### config.mk
export PLATFORM = sky130hd
export DESIGN_NAME = axis_gen_flat
export DESIGN_NICKNAME = d
export VERILOG_FILES = /design/src/rtl/axis_gen_if.sv /design/src/rtl/axis_gen.sv /design/src/flat_wrapper.sv
export SDC_FILE = /design/constraint.sdc
export NUM_CORES = 1
export LEC_CHECK = 0
export CAP_MARGIN = 20
export CORE_MARGIN = 5
export CORE_UTILIZATION = 41
export DETAILED_ROUTE_END_ITERATION = 16
export PLACE_DENSITY = 0.7
export SETUP_SLACK_MARGIN = 0.15
export SLEW_MARGIN = 20
export SYNTH_ARGS = -nofsm -noshare
export SYNTH_HDL_FRONTEND = slang
export SYNTH_SLANG_ARGS = --single-unit
export TNS_END_PERCENT = 30
### constraint.sdc
create_clock -name clk -period 12.35 [get_ports clk]
set_input_delay 1.8525 -clock clk [delete_from_list [all_inputs] [get_ports clk]]
set_output_delay 1.8525 -clock clk [all_outputs]
set_load 0.01 [all_outputs]
### src/rtl/axis_gen_if.sv
// AXI4-Stream bus bundle used by the traffic generator and its sinks.
interface axis_gen_if #(
    parameter int DWIDTH = 32
) ();
    logic [DWIDTH-1:0]   tdata;
    logic                tvalid;
    logic                tready;
    logic [DWIDTH/8-1:0] tkeep;
    logic                tlast;

    modport master (output tdata, output tvalid, output tkeep, output tlast, input tready);
    modport slave  (input tdata, input tvalid, input tkeep, input tlast, output tready);
endinterface

### src/rtl/axis_gen.sv
// AXI4-Stream traffic generator: software-armed runs of fixed-length packets with gaps.
// Define AXIS_GEN_LFSR_EN for an LFSR payload; otherwise payload is a byte counter.
module axis_gen #(
    parameter int DWIDTH   = 32,
    parameter int HAS_KEEP = 0
) (
    input  logic        clk,
    input  logic        rst,
    input  logic        start,
    input  logic        stop,
    input  logic [15:0] cfg_pkt_len,
    input  logic [31:0] cfg_pkt_num,
    input  logic [15:0] cfg_gap,
    axis_gen_if.master  m_axis,
    output logic        busy,
    output logic        done,
    output logic [31:0] pkt_cnt
);

    localparam int          NB   = DWIDTH / 8;
    localparam logic [31:0] NB32 = 32'(NB);

    typedef enum logic [1:0] {IDLE, SEND, GAP, DONE} state_t;

    function automatic logic [31:0] len_eff(input logic [15:0] len);
        return (len == 16'd0) ? NB32 : {16'd0, len};
    endfunction

    function automatic logic [15:0] last_beat(input logic [15:0] len);
        return 16'((len_eff(len) + NB32 - 32'd1) / NB32 - 32'd1);
    endfunction

    function automatic logic [NB-1:0] beat_keep(input logic [15:0] len, input logic is_last);
        logic [31:0]   rem;
        logic [NB-1:0] keep;
        rem  = len_eff(len) % NB32;
        keep = '1;
        if (HAS_KEEP != 0 && is_last && rem != 32'd0) begin
            for (int i = 0; i < NB; i++) keep[i] = (32'(i) < rem);
        end
        return keep;
    endfunction

`ifdef AXIS_GEN_LFSR_EN
    localparam logic [31:0] PAT_SEED = 32'hFFFF_FFFF;

    // Galois form of x^32+x^22+x^2+x+1, shifting right.
    function automatic logic [31:0] pat_step(input logic [31:0] s);
        return {1'b0, s[31:1]} ^ (s[0] ? 32'h8020_0003 : 32'd0);
    endfunction

    function automatic logic [DWIDTH-1:0] pat_raw(input logic [31:0] s);
        logic [DWIDTH-1:0] d;
        for (int j = 0; j < DWIDTH; j++) d[j] = s[j % 32];
        return d;
    endfunction
`else
    localparam logic [31:0] PAT_SEED = 32'd0;

    function automatic logic [31:0] pat_step(input logic [31:0] s);
        return s + NB32;
    endfunction

    function automatic logic [DWIDTH-1:0] pat_raw(input logic [31:0] s);
        logic [DWIDTH-1:0] d;
        for (int i = 0; i < NB; i++) d[8*i +: 8] = 8'(s + 32'(i));
        return d;
    endfunction
`endif

    function automatic logic [DWIDTH-1:0] beat_data(input logic [DWIDTH-1:0] raw,
                                                    input logic [NB-1:0]     keep);
        logic [DWIDTH-1:0] d;
        for (int i = 0; i < NB; i++) d[8*i +: 8] = keep[i] ? raw[8*i +: 8] : 8'h00;
        return d;
    endfunction

    state_t            state_q, state_d;
    logic [15:0]       len_q, len_d;
    logic [31:0]       num_q, num_d;
    logic [15:0]       gap_q, gap_d;
    logic [31:0]       pat_q, pat_d;
    logic [15:0]       beat_q, beat_d;
    logic [15:0]       gap_cnt_q, gap_cnt_d;
    logic [31:0]       pkt_cnt_q, pkt_cnt_d;
    logic              done_q, done_d;
    logic              stop_pend_q, stop_pend_d;
    logic              tvalid_q, tvalid_d;
    logic [DWIDTH-1:0] tdata_q, tdata_d;
    logic [NB-1:0]     tkeep_q, tkeep_d;
    logic              tlast_q, tlast_d;

    logic              hs;
    logic              end_run;
    logic [31:0]       pkt_inc;
    logic              ld_en;
    logic [15:0]       ld_len;
    logic [15:0]       ld_idx;
    logic [31:0]       ld_pat;
    logic              ld_last;

    always_comb begin
        state_d     = state_q;
        len_d       = len_q;
        num_d       = num_q;
        gap_d       = gap_q;
        pat_d       = pat_q;
        beat_d      = beat_q;
        gap_cnt_d   = gap_cnt_q;
        pkt_cnt_d   = pkt_cnt_q;
        done_d      = done_q;
        stop_pend_d = stop_pend_q;
        tvalid_d    = tvalid_q;
        tdata_d     = tdata_q;
        tkeep_d     = tkeep_q;
        tlast_d     = tlast_q;
        ld_en       = 1'b0;
        ld_len      = len_q;
        ld_idx      = 16'd0;
        ld_pat      = pat_q;
        ld_last     = 1'b0;
        hs          = tvalid_q & m_axis.tready;
        pkt_inc     = pkt_cnt_q + 32'd1;
        end_run     = stop_pend_q | stop;

        case (state_q)
            IDLE, DONE: begin
                if (start) begin
                    len_d       = cfg_pkt_len;
                    num_d       = cfg_pkt_num;
                    gap_d       = cfg_gap;
                    pkt_cnt_d   = 32'd0;
                    done_d      = 1'b0;
                    stop_pend_d = 1'b0;
                    ld_en       = 1'b1;
                    ld_len      = cfg_pkt_len;
                    ld_pat      = PAT_SEED;
                    state_d     = SEND;
                end
            end
            SEND: begin
                if (stop) stop_pend_d = 1'b1;
                if (hs) begin
                    pat_d  = pat_step(pat_q);
                    ld_pat = pat_d;
                    if (!tlast_q) begin
                        ld_en  = 1'b1;
                        ld_idx = beat_q + 16'd1;
                    end else begin
                        pkt_cnt_d = pkt_inc;
                        if ((num_q != 32'd0 && pkt_inc == num_q) || end_run) begin
                            state_d  = DONE;
                            done_d   = 1'b1;
                            tvalid_d = 1'b0;
                        end else if (gap_q != 16'd0) begin
                            // Counter starts at gap-1 so tvalid stays low for exactly gap cycles.
                            state_d   = GAP;
                            gap_cnt_d = gap_q - 16'd1;
                            tvalid_d  = 1'b0;
                        end else begin
                            ld_en = 1'b1;
                        end
                    end
                end
            end
            GAP: begin
                if (stop) stop_pend_d = 1'b1;
                if (end_run) begin
                    state_d = DONE;
                    done_d  = 1'b1;
                end else if (gap_cnt_q == 16'd0) begin
                    ld_en   = 1'b1;
                    state_d = SEND;
                end else begin
                    gap_cnt_d = gap_cnt_q - 16'd1;
                end
            end
            default: state_d = IDLE;
        endcase

        // Output registers only change when a new beat is loaded, so they hold under backpressure.
        if (ld_en) begin
            ld_last  = (ld_idx == last_beat(ld_len));
            tkeep_d  = beat_keep(ld_len, ld_last);
            tdata_d  = beat_data(pat_raw(ld_pat), tkeep_d);
            tlast_d  = ld_last;
            tvalid_d = 1'b1;
            beat_d   = ld_idx;
            pat_d    = ld_pat;
        end
    end

    always_ff @(posedge clk) begin
        if (rst) begin
            state_q     <= IDLE;
            beat_q      <= 16'd0;
            gap_cnt_q   <= 16'd0;
            pkt_cnt_q   <= 32'd0;
            done_q      <= 1'b0;
            stop_pend_q <= 1'b0;
            tvalid_q    <= 1'b0;
            tdata_q     <= '0;
            tkeep_q     <= '0;
            tlast_q     <= 1'b0;
        end else begin
            state_q     <= state_d;
            beat_q      <= beat_d;
            gap_cnt_q   <= gap_cnt_d;
            pkt_cnt_q   <= pkt_cnt_d;
            done_q      <= done_d;
            stop_pend_q <= stop_pend_d;
            tvalid_q    <= tvalid_d;
            tdata_q     <= tdata_d;
            tkeep_q     <= tkeep_d;
            tlast_q     <= tlast_d;
        end
    end

    // Run configuration and pattern state are always reloaded by start before use.
    always_ff @(posedge clk) begin
        len_q <= len_d;
        num_q <= num_d;
        gap_q <= gap_d;
        pat_q <= pat_d;
    end

    assign m_axis.tvalid = tvalid_q;
    assign m_axis.tdata  = tdata_q;
    assign m_axis.tkeep  = tkeep_q;
    assign m_axis.tlast  = tlast_q;
    assign busy          = (state_q == SEND) || (state_q == GAP);
    assign done          = done_q;
    assign pkt_cnt       = pkt_cnt_q;

endmodule

### src/flat_wrapper.sv
// flat-port wrapper written by rule: the top's interface ports become plain ports
module axis_gen_flat 
#(
    parameter int DWIDTH   = 32,
    parameter int HAS_KEEP = 0
)
  (clk, rst, start, stop, cfg_pkt_len, cfg_pkt_num, cfg_gap, busy, done, pkt_cnt, m_axis_tdata, m_axis_tvalid, m_axis_tkeep, m_axis_tlast, m_axis_tready);
  axis_gen_if #(.DWIDTH(DWIDTH)) m_axis_i ();
  input  logic clk;
  input  logic rst;
  input  logic start;
  input  logic stop;
  input  logic [15:0] cfg_pkt_len;
  input  logic [31:0] cfg_pkt_num;
  input  logic [15:0] cfg_gap;
  output logic busy;
  output logic done;
  output logic [31:0] pkt_cnt;
  output wire logic [$bits(m_axis_i.tdata)-1:0] m_axis_tdata;
  output wire logic [$bits(m_axis_i.tvalid)-1:0] m_axis_tvalid;
  output wire logic [$bits(m_axis_i.tkeep)-1:0] m_axis_tkeep;
  output wire logic [$bits(m_axis_i.tlast)-1:0] m_axis_tlast;
  input wire logic [$bits(m_axis_i.tready)-1:0] m_axis_tready;
  assign m_axis_tdata = m_axis_i.tdata;
  assign m_axis_tvalid = m_axis_i.tvalid;
  assign m_axis_tkeep = m_axis_i.tkeep;
  assign m_axis_tlast = m_axis_i.tlast;
  assign m_axis_i.tready = m_axis_tready;
  axis_gen #(.DWIDTH(DWIDTH), .HAS_KEEP(HAS_KEEP)) u_core (.clk(clk), .rst(rst), .start(start), .stop(stop), .cfg_pkt_len(cfg_pkt_len), .cfg_pkt_num(cfg_pkt_num), .cfg_gap(cfg_gap), .m_axis(m_axis_i), .busy(busy), .done(done), .pkt_cnt(pkt_cnt));
endmodule
==> impl_metrics.yaml, run 1 <==
outcome:
  status: "completed"
hold_path:
  whs_endpoint: "u_core.len_q[0]"
  min_path_cells: 2
  hp-class: "reg -> reg"
  hp-start: "u_core.len_q[0]"
floorplanning:
  rows: 59
  die_w_um: 171
  die-area_um2: 29400
  core_um2: 25800
  start_util_pct: 41.4
  num_io_pins: 141
  die_h_um: 171
logic_synthesis:
  synthSimpleGateAreaFrac_pct: 25.2
  synthXorXnorAreaFrac_pct: 7.99
  synth.distinct_cells: 77
  syn_avg_cell_area_um2: 8.31
  syn_nets: 1367
  syn_inst: 1287
  synth_mux_area_share_pct: 2.72
  syn-cell-area_um2: 10700
  synth_top_family_by_area: "simple AND/OR/NAND/NOR gates"
  synth-adder-area-share_pct: 1.29
  yosys_warnings: 0
  seq_area_frac_synth_pct: 37.6
  synth_compound_gate_area_share_pct: 20.5
  synth-seq-cells: 173
  async_flop_share_pct: 0
  synth_edf_count: 56
  yosys_most_used_dff: "dfxtp_1"
critical_path:
  path_max_fanout: 25
  critPathKind: "in -> reg"
  r2r-end: "u_core.pat_q[6]"
  r2r_setup_slack_ps: 7060
  critPathLaunchType: "input pin"
  timing.rr.start: "u_core.pkt_cnt[3]"
  end_kind: "register"
  crit_arrival_ps: 6700
  cp.required_ps: 12700
  rr_worst_depth: 11
global_routing:
  grt_usage_pct: 20.8
  grt_pass1_wl_um: 50300
  overflow: 0
  grt_max_degree: 61
  antenna_found_initial: 1
  grt_pass1_vias: 9587
clocking:
  cts_resized: 0
  clock_path_buffers: 2
  clkTransAtPathRegs_ps: 70
  post-cts-setup-buffers: 0
  clk_latency_ps: 440
  clockRootBuffer: "clkbuf_16"
  clock-sinks: 173
  cts_hold_buf: 0
  htreeDepth: 4
  numCtsBuffers: 17
  cts_tree: "built"
power:
  internal_power_w: 0.00139
  switching_share_pct: 40.2
  p_seq_share_pct: 36.4
  netSwitchingPower_w: 0.000936
  p_comb_share_pct: 41.3
  leakagePower_nw: 4.20
  pwr_density_cell_nw_per_um2: 182
  power.share.clock_pct: 22.3
  ir_drop_mv: 0.134
routing:
  ant_nets: 0
  drt_wl_total_um: 31200
  viasPerCell: 5.95
  drtIter0Drc: 847
  drc_errors: 0
  dr.pass1.iters: 5
  wl_per_cell_um: 18.2
  vias: 10200
timing:
  post-route-period-util_pct: 51.4
  clock_skew_ps: 15.7
  setup_viol: 0
  holdWs_ps: 452
  period_minus_slack_ps: 6350
  fmax_ghz: 0.158
  max_slew_margin_pct: 29.5
  setup_tns_ps: 0
  hold_viol_final: 0
  timing.final.ws_setup_ps: 6000
  worst_pin_slew_ps: 1060
  rsz0062_at_grt: "false"
  finalMaxSlewViolations: 0
finish:
  area_delta_synth_final_pct: 19.4
  mostFrequentLayoutCells: "clkdlybuf4s50_1 (139), dfxtp_1 (117), nand2_1 (111)"
  fin_nets: 1445
  diodes: 0
  layout_commonest_cell: "clkdlybuf4s50_1"
  drive_gt1_share_pct: 4.79
  final_cells: 1713
placement:
  dpl.cell_count: 1681
  port-buffer-count: 140
  dp_slack_ps: 5660
  hpwl_um: 22100
  place_congestion: 0.935
run:
  drv_cap: 0
## stage by stage
stage	cell area [um2]	power (W)	util (%)
floorplan	10700	0.00150	-
global placement	12200	0.00179	47.2
detailed placement	12200	0.00181	47.2
CTS	12700	0.00233	49.3
global route	12800	0.00248	49.4
finish	12800	0.00233	49.4
## cell families after synthesis
kind of cell	Yosys count
compound gates	336
xor+xnor	96
fa+ha+maj	11
buf+inv	122
flops	173
mux	28
simple gates	521
## how the worst max path moves through the flow
stage	start	end	slack [ps]	depth (start not counted)
5_1_grt	start	u_core.m_axis.tlast	5680	13
4_1_cts	start	u_core.m_axis.tlast	6130	13
6_report	start	u_core.m_axis.tlast	6000	13
2_1_floorplan	start	u_core.m_axis.tlast	6190	14
3_5_place_dp	start	u_core.m_axis.tlast	5660	13
3_3_place_gp	start	u_core.m_axis.tlast	5760	13
## final cells by class
type	count	area [um2]
Fill cell	2472	13100
Multi-Input combinational cell	992	6180
Sequential cell	173	4020
Timing Repair Buffer	147	1450
Clock buffer	18	439
Tap cell	335	419
Inverter	34	128
Clock inverter	14	123
## Yosys cell counts, types with 9 or more instances
library cell,count,area [um2]
dfxtp_1,117,2340
nand2_1,111,417
a21oi_1,101,505
nor2_1,100,375
nand3_1,77,385
xnor2_1,73,639
o21ai_0,67,335
clkbuf_1,65,244
edfxtp_1,56,1680
nor3_1,48,240
nor4_1,35,219
inv_1,33,124
nand4_1,28,175
and3_1,24,150
xor2_1,22,193
mux2i_1,20,200
or3_1,19,119
and2_1,18,113
o31ai_1,17,128
a311oi_1,16,140
a31oi_1,16,100
a211oi_1,13,97.6
or4_1,13,97.6
buf_2,11,55.1
ha_1,11,138
o211ai_1,11,82.6
a21o_1,10,75.1
o21a_1,10,75.1
o22ai_1,9,56.3
## routing by layer
metal | up-vias | GRT usage, % | part of all wire [%]
met5 | - | 0 | 0.042
li1 | 4959 | - | -
met4 | 2 | 5.99 | 1.9
met3 | 45 | 4.46 | 7.1
met1 | 4832 | 28.4 | 45
met2 | 357 | 33.5 | 46
## worst max-delay path, cell delays in order
cell and delay (ps):
clkdlybuf4s50_1 930, nand2_1 440, or3_1 430, a221oi_1 500, o21ai_0 270, ha_1 360, o211ai_1 220, a22oi_1 260
or4_1 520, o211ai_1 100, a32oi_1 80, or4_1 540, o31ai_1 190
## power groups by stage
stage	sequential, W	combinational (W)	clock (W)
2_1_floorplan	0.000834	0.000662	0
3_3_place_gp	0.000854	0.000941	0
3_5_place_dp	0.000852	0.000953	0
4_1_cts	0.000844	0.000960	0.000530
5_1_grt	0.000860	0.00106	0.000554
6_report	0.000846	0.000961	0.000519
## state kept, by name (all words and copies together), names as in the netlist
register and count:
u_core.len_q 16, u_core.done 1, u_core.m_axis.tdata 30, u_core.m_axis.tvalid 1
u_core.gap_q 16, u_core.pat_q 8, u_core.state_q 2, u_core.num_q 32
u_core.m_axis.tlast 1, u_core.stop_pend_q 1, u_core.m_axis.tkeep 1, u_core.beat_q 16
u_core.pkt_cnt 32, u_core.gap_cnt_q 16
Power figures use the tool's default switching activity.
==> inputs of run 2 (changes only) <==
- PLACE_DENSITY: 0.7 -> 0.73
- clock period: 12.35 -> 5.8 ns (I/O delays scaled with it)
==> run 2 against run 1 <==
Compared with the run above:
- die area stayed put
- register-to-register slack got worse by 6100 ps
- sequential share of layout area fell by 0.17 points
- sequential power up 110%
- total power is 120% higher
- count of clock-buffer cells in the layout increased by 2
- critical endpoint unchanged
==> impl_metrics.yaml, run 2 (synthesized netlist as in run 1, its figures left out) <==
global_routing:
  overflow: 0
  antenna_found_initial: 2
  grt_usage_pct: 20.4
  grt_pass1_wl_um: 49000
  grt_max_degree: 61
  grt_pass1_vias: 9575
critical_path:
  cp.buffers_inverters: 1
  rr_worst_depth: 14
  path_max_fanout: 29
  cp.required_ps: 6160
  crit_path_top_delay_cell: "ha_2"
  timing.rr.start: "u_core.state_q[0]"
  critPathLaunchType: "register"
  slowest_delay_ps: 620
  crit_start: "u_core.state_q[0]"
  r2r_setup_slack_ps: 1000
  path_delay_family: "simple AND/OR/NAND/NOR gates"
  end_kind: "register"
  crit_arrival_ps: 5150
  path_cells: "inv_1, ha_2, nand2_1, or3_1, a221oi_1, o21ai_0, ha_1, o211ai_1, a22oi_1, or4_1, o211ai_1, a32oi_1, or4_1, o31ai_1"
  critPathKind: "reg -> reg"
  r2r-end: "u_core.m_axis.tlast"
clocking:
  post-cts-setup-buffers: 0
  cts_tree: "built"
  cts_hold_buf: 0
  numCtsBuffers: 17
  clk_latency_ps: 440
  cts_resized: 0
  clock-sinks: 173
  clockRootBuffer: "clkbuf_16"
  clock_path_buffers: 2
  htreeDepth: 4
  clkTransAtPathRegs_ps: 70
finish:
  layout_commonest_cell: "clkdlybuf4s50_1"
  final_area_um2: 12800
  fillers: 2466
  area_delta_synth_final_pct: 20.0
  drive_gt1_share_pct: 5.21
  mostFrequentLayoutCells: "clkdlybuf4s50_1 (139), dfxtp_1 (117), nand2_1 (111)"
  fin_nets: 1450
placement:
  port-buffer-count: 140
  dpl_cell_area_um2: 12200
  hpwl_um: 21800
  place_congestion: 0.952
routing:
  ant_nets: 0
  drc_errors: 0
  wl_per_cell_um: 17.9
  viasPerCell: 5.93
  dr.pass1.iters: 5
  drtIter0Drc: 801
  vias: 10200
  drt_wl_total_um: 30800
power:
  ir_drop_mv: 0.252
  pwr_density_cell_nw_per_um2: 391
  leakagePower_nw: 4.24
floorplanning:
  rows: 59
  start_util_pct: 41.4
  core_um2: 25800
  die_w_um: 171
  die_h_um: 171
  die-area_um2: 29400
  num_io_pins: 141
timing:
  setup_tns_ps: 0
  worst_pin_slew_ps: 1090
  hold_viol_final: 0
  holdWs_ps: 447
  max_slew_margin_pct: 27.5
  period_minus_slack_ps: 4800
  post-route-period-util_pct: 82.7
  finalMaxSlewViolations: 0
  clock_skew_ps: 14.1
  fmax_ghz: 0.208
  rsz0062_at_grt: "false"
  setup_viol: 0
run:
  drv_cap: 0
hold_path:
  min_path_cells: 2
  whs_endpoint: "u_core.len_q[1]"
  hp-start: "u_core.len_q[1]"
  hp-class: "reg -> reg"
outcome:
  status: "completed"
-- run 2: report_power, final --
| part | total, W | internal [W] | leakage, nW | switching (W) |
|---|---|---|---|---|
| logic | 0.00206 | 0.000841 | 2.45 | 0.00122 |
| clock network | 0.00115 | 0.000617 | 0.293 | 0.000532 |
| registers | 0.00180 | 0.00156 | 1.50 | 0.000238 |
| total | 0.00501 | 0.00302 | 4.24 | 0.00199 |
-- run 2: how the worst max path moves through the flow --
stage	end	slack [ps]	cells after the start
after floorplan	u_core.m_axis.tlast	610	17
after global placement	u_core.m_axis.tlast	680	14
after detailed placement	u_core.m_axis.tlast	630	14
after CTS	u_core.m_axis.tlast	1030	14
after global routing	u_core.m_axis.tlast	650	14
final	u_core.m_axis.tlast	1000	14
-- run 2: metrics by stage --
| step | utilization, % | setup WS, ps | std cells | total power (W) |
|---|---|---|---|---|
| CTS | 49.6 | 1030 | 1718 | 0.00501 |
| global route | 49.7 | 650 | 1719 | 0.00532 |
| floorplan | - | 611 | 1287 | 0.00319 |
| global placement | 47.3 | 675 | 1686 | 0.00382 |
| finish | 49.7 | 1000 | 1719 | 0.00501 |
| detailed placement | 47.3 | 626 | 1686 | 0.00385 |
-- run 2: routing by layer --
metal | wire [um] | GRT usage, % | vias up | part of all wire, %
li1 | - | - | 4964 | -
met1 | 13600 | 27.2 | 4811 | 44
met2 | 14200 | 32.8 | 364 | 46
met3 | 2210 | 4.57 | 56 | 7.2
met4 | 817 | 6.85 | 2 | 2.7
met5 | 13 | 0 | - | 0.042
-- run 2: worst min-delay path: stages, from the launching register on --
cell,delay [ps]
dfxtp_1,320
nand2_1,50
nand2_1,40
-- run 2: cell type report --
class	count	area, um2	area share (%)
antenna	1	2.50	0.0195
clock buffer	20	478	3.72
clock inverter	12	114	0.887
inverter	34	128	0.995
multi-input combinational	992	6180	48.2
sequential	173	4020	31.4
tap	335	419	3.27
timing repair buffer	152	1490	11.6
==> RTL edit, RTL diff (config.mk and constraints of run 1) <==
The option `AXIS_GEN_LFSR_EN` is turned on by a define.
--- a/src/rtl/axis_gen.sv
+++ b/src/rtl/axis_gen.sv
@@ -2,2 +2,4 @@
 // Define AXIS_GEN_LFSR_EN for an LFSR payload; otherwise payload is a byte counter.
+`define AXIS_GEN_LFSR_EN
+
 module axis_gen #(
Formal check against the unedited RTL: not equivalent (a bounded check fails within 4 cycles, from zero or initial values and one cycle with rst high).
==> RTL edit against run 1 <==
Cell area is 10% higher; power is 15% higher; count of clock-buffer cells in the layout stayed put; largest cell class unchanged; wire length is 11% higher; worst setup slack better by 0.11 ns; sequential cell count is 26 higher; via count is 12% higher; area after synthesis is 11% higher.
==> RTL edit: results (changes against run 1) <==
[drt]
wl_mm=34.69  ; +11%
via_per_inst=5.856  ; -1.6%

[power]
p_leak_nw=4.764  ; +13%
vdd_drop_max_mv=0.1140  ; -15%

[critical_path]
cp_top_family=compound AO/OA/AOI/OAI gates
arrival_ns=6.60  ; -0.10 ns
path_max_fanout=17  ; -32%
r2r_slack_ns=7.18  ; +0.12 ns

[grt]
grt_pass1_vias=10742  ; +12%
grt_pass1_wl_mm=56.55  ; +13%
track_usage=0.2047  ; -0.003672
antenna_found_initial=0  ; -1

[yosys]
synth-xor-area-share=0.05080  ; -0.02913
muxShareOfSynthArea=0.02567  ; -0.001488
synth-compound-area-share=0.1827  ; -0.02235
synth_cells=1491  ; +16%
synthAdderAreaFrac=0.006311  ; -0.006563
ys_types=80  ; +3.9%
syn_nets=1566  ; +15%
yosys-top-cells-area=edfxtp_1 20%, dfxtp_1 20%, nand2_1 6.7%, nor2_1 5.4%, a21oi_1 4.2%
synthTopCellsByCount=213 x nand2_1, 171 x nor2_1, 119 x dfxtp_1

[layout]
nets=1632  ; +13%
drive_above_1_share=0.05732  ; +0.009429
fill_cells=2731  ; +10%

[sta]
skew_ns=0.01394  ; -0.001730 ns
worstMarginPinSlew_ns=0.9635  ; -0.09191 ns
holdWs_ns=0.4543  ; +0.001973 ns

[placement]
globalplace.congestion=0.8813  ; -5.7%

[run_status]
outcome=finished, final reports clean

RTL edit: worst min-delay path: stages (launching register included):
cell and delay [ns]:
dfxtp_1 0.31, nand2_1 0.05, nand2_1 0.05
RTL edit: cell type report:
| cell class | count | area share |
|---|---|---|
| clock buffer | 18 | 0.03126 |
| clock inverter | 14 | 0.01122 |
| inverter | 20 | 0.005433 |
| multi-input combinational | 1164 | 0.4697 |
| sequential | 199 | 0.3406 |
| tap | 384 | 0.03420 |
| timing repair buffer | 155 | 0.1076 |
RTL edit: report_power, final:
group | leakage, nW | switching, mW | internal, mW | total [mW]
combinational | 2.74 | 0.633 | 0.398 | 1.03
clock | 0.287 | 0.269 | 0.310 | 0.579
sequential | 1.74 | 0.162 | 0.898 | 1.06
total | 4.76 | 1.06 | 1.61 | 2.67
RTL edit: cell families (layout without fill, tap and decap cells):
kind of cell / count (synthesis) / after routing
and+or+nand+nor: 710 / 710
AOI/OAI and AO/OA: 350 / 350
DFF: 199 / 199
buffers and inverters: 128 / 207
xor gates and xnor gates: 69 / 69
muxes: 29 / 29
adders and majority gates: 6 / 6
RTL edit: final timing paths:
path	startpoint	to	cells past startpoint
setup / recovery	start	u_core.m_axis.tlast	14
hold / removal	u_core.len_q[1]	u_core.len_q[1]	2
setup reg to reg	u_core.pkt_cnt[0]	u_core.pat_q[26]	13
hold reg to reg	u_core.len_q[1]	u_core.len_q[1]	2
RTL edit: metal layers:
layer	up-vias	global-route usage	wire, um
met5	-	0	0
li1	5561	-	-
met4	0	0.05293	548
met1	5419	0.2836	15840
met2	422	0.3334	16190
met3	41	0.03532	2109
RTL edit: stage by stage:
step | cells | total power [mW] | util
2_1_floorplan | 1491 | 1.734 | -
3_3_place_gp | 1922 | 2.068 | 0.4684
3_5_place_dp | 1922 | 2.089 | 0.4684
4_1_cts | 1954 | 2.675 | 0.4891
5_1_grt | 1954 | 2.848 | 0.4895
6_report | 1954 | 2.670 | 0.4895
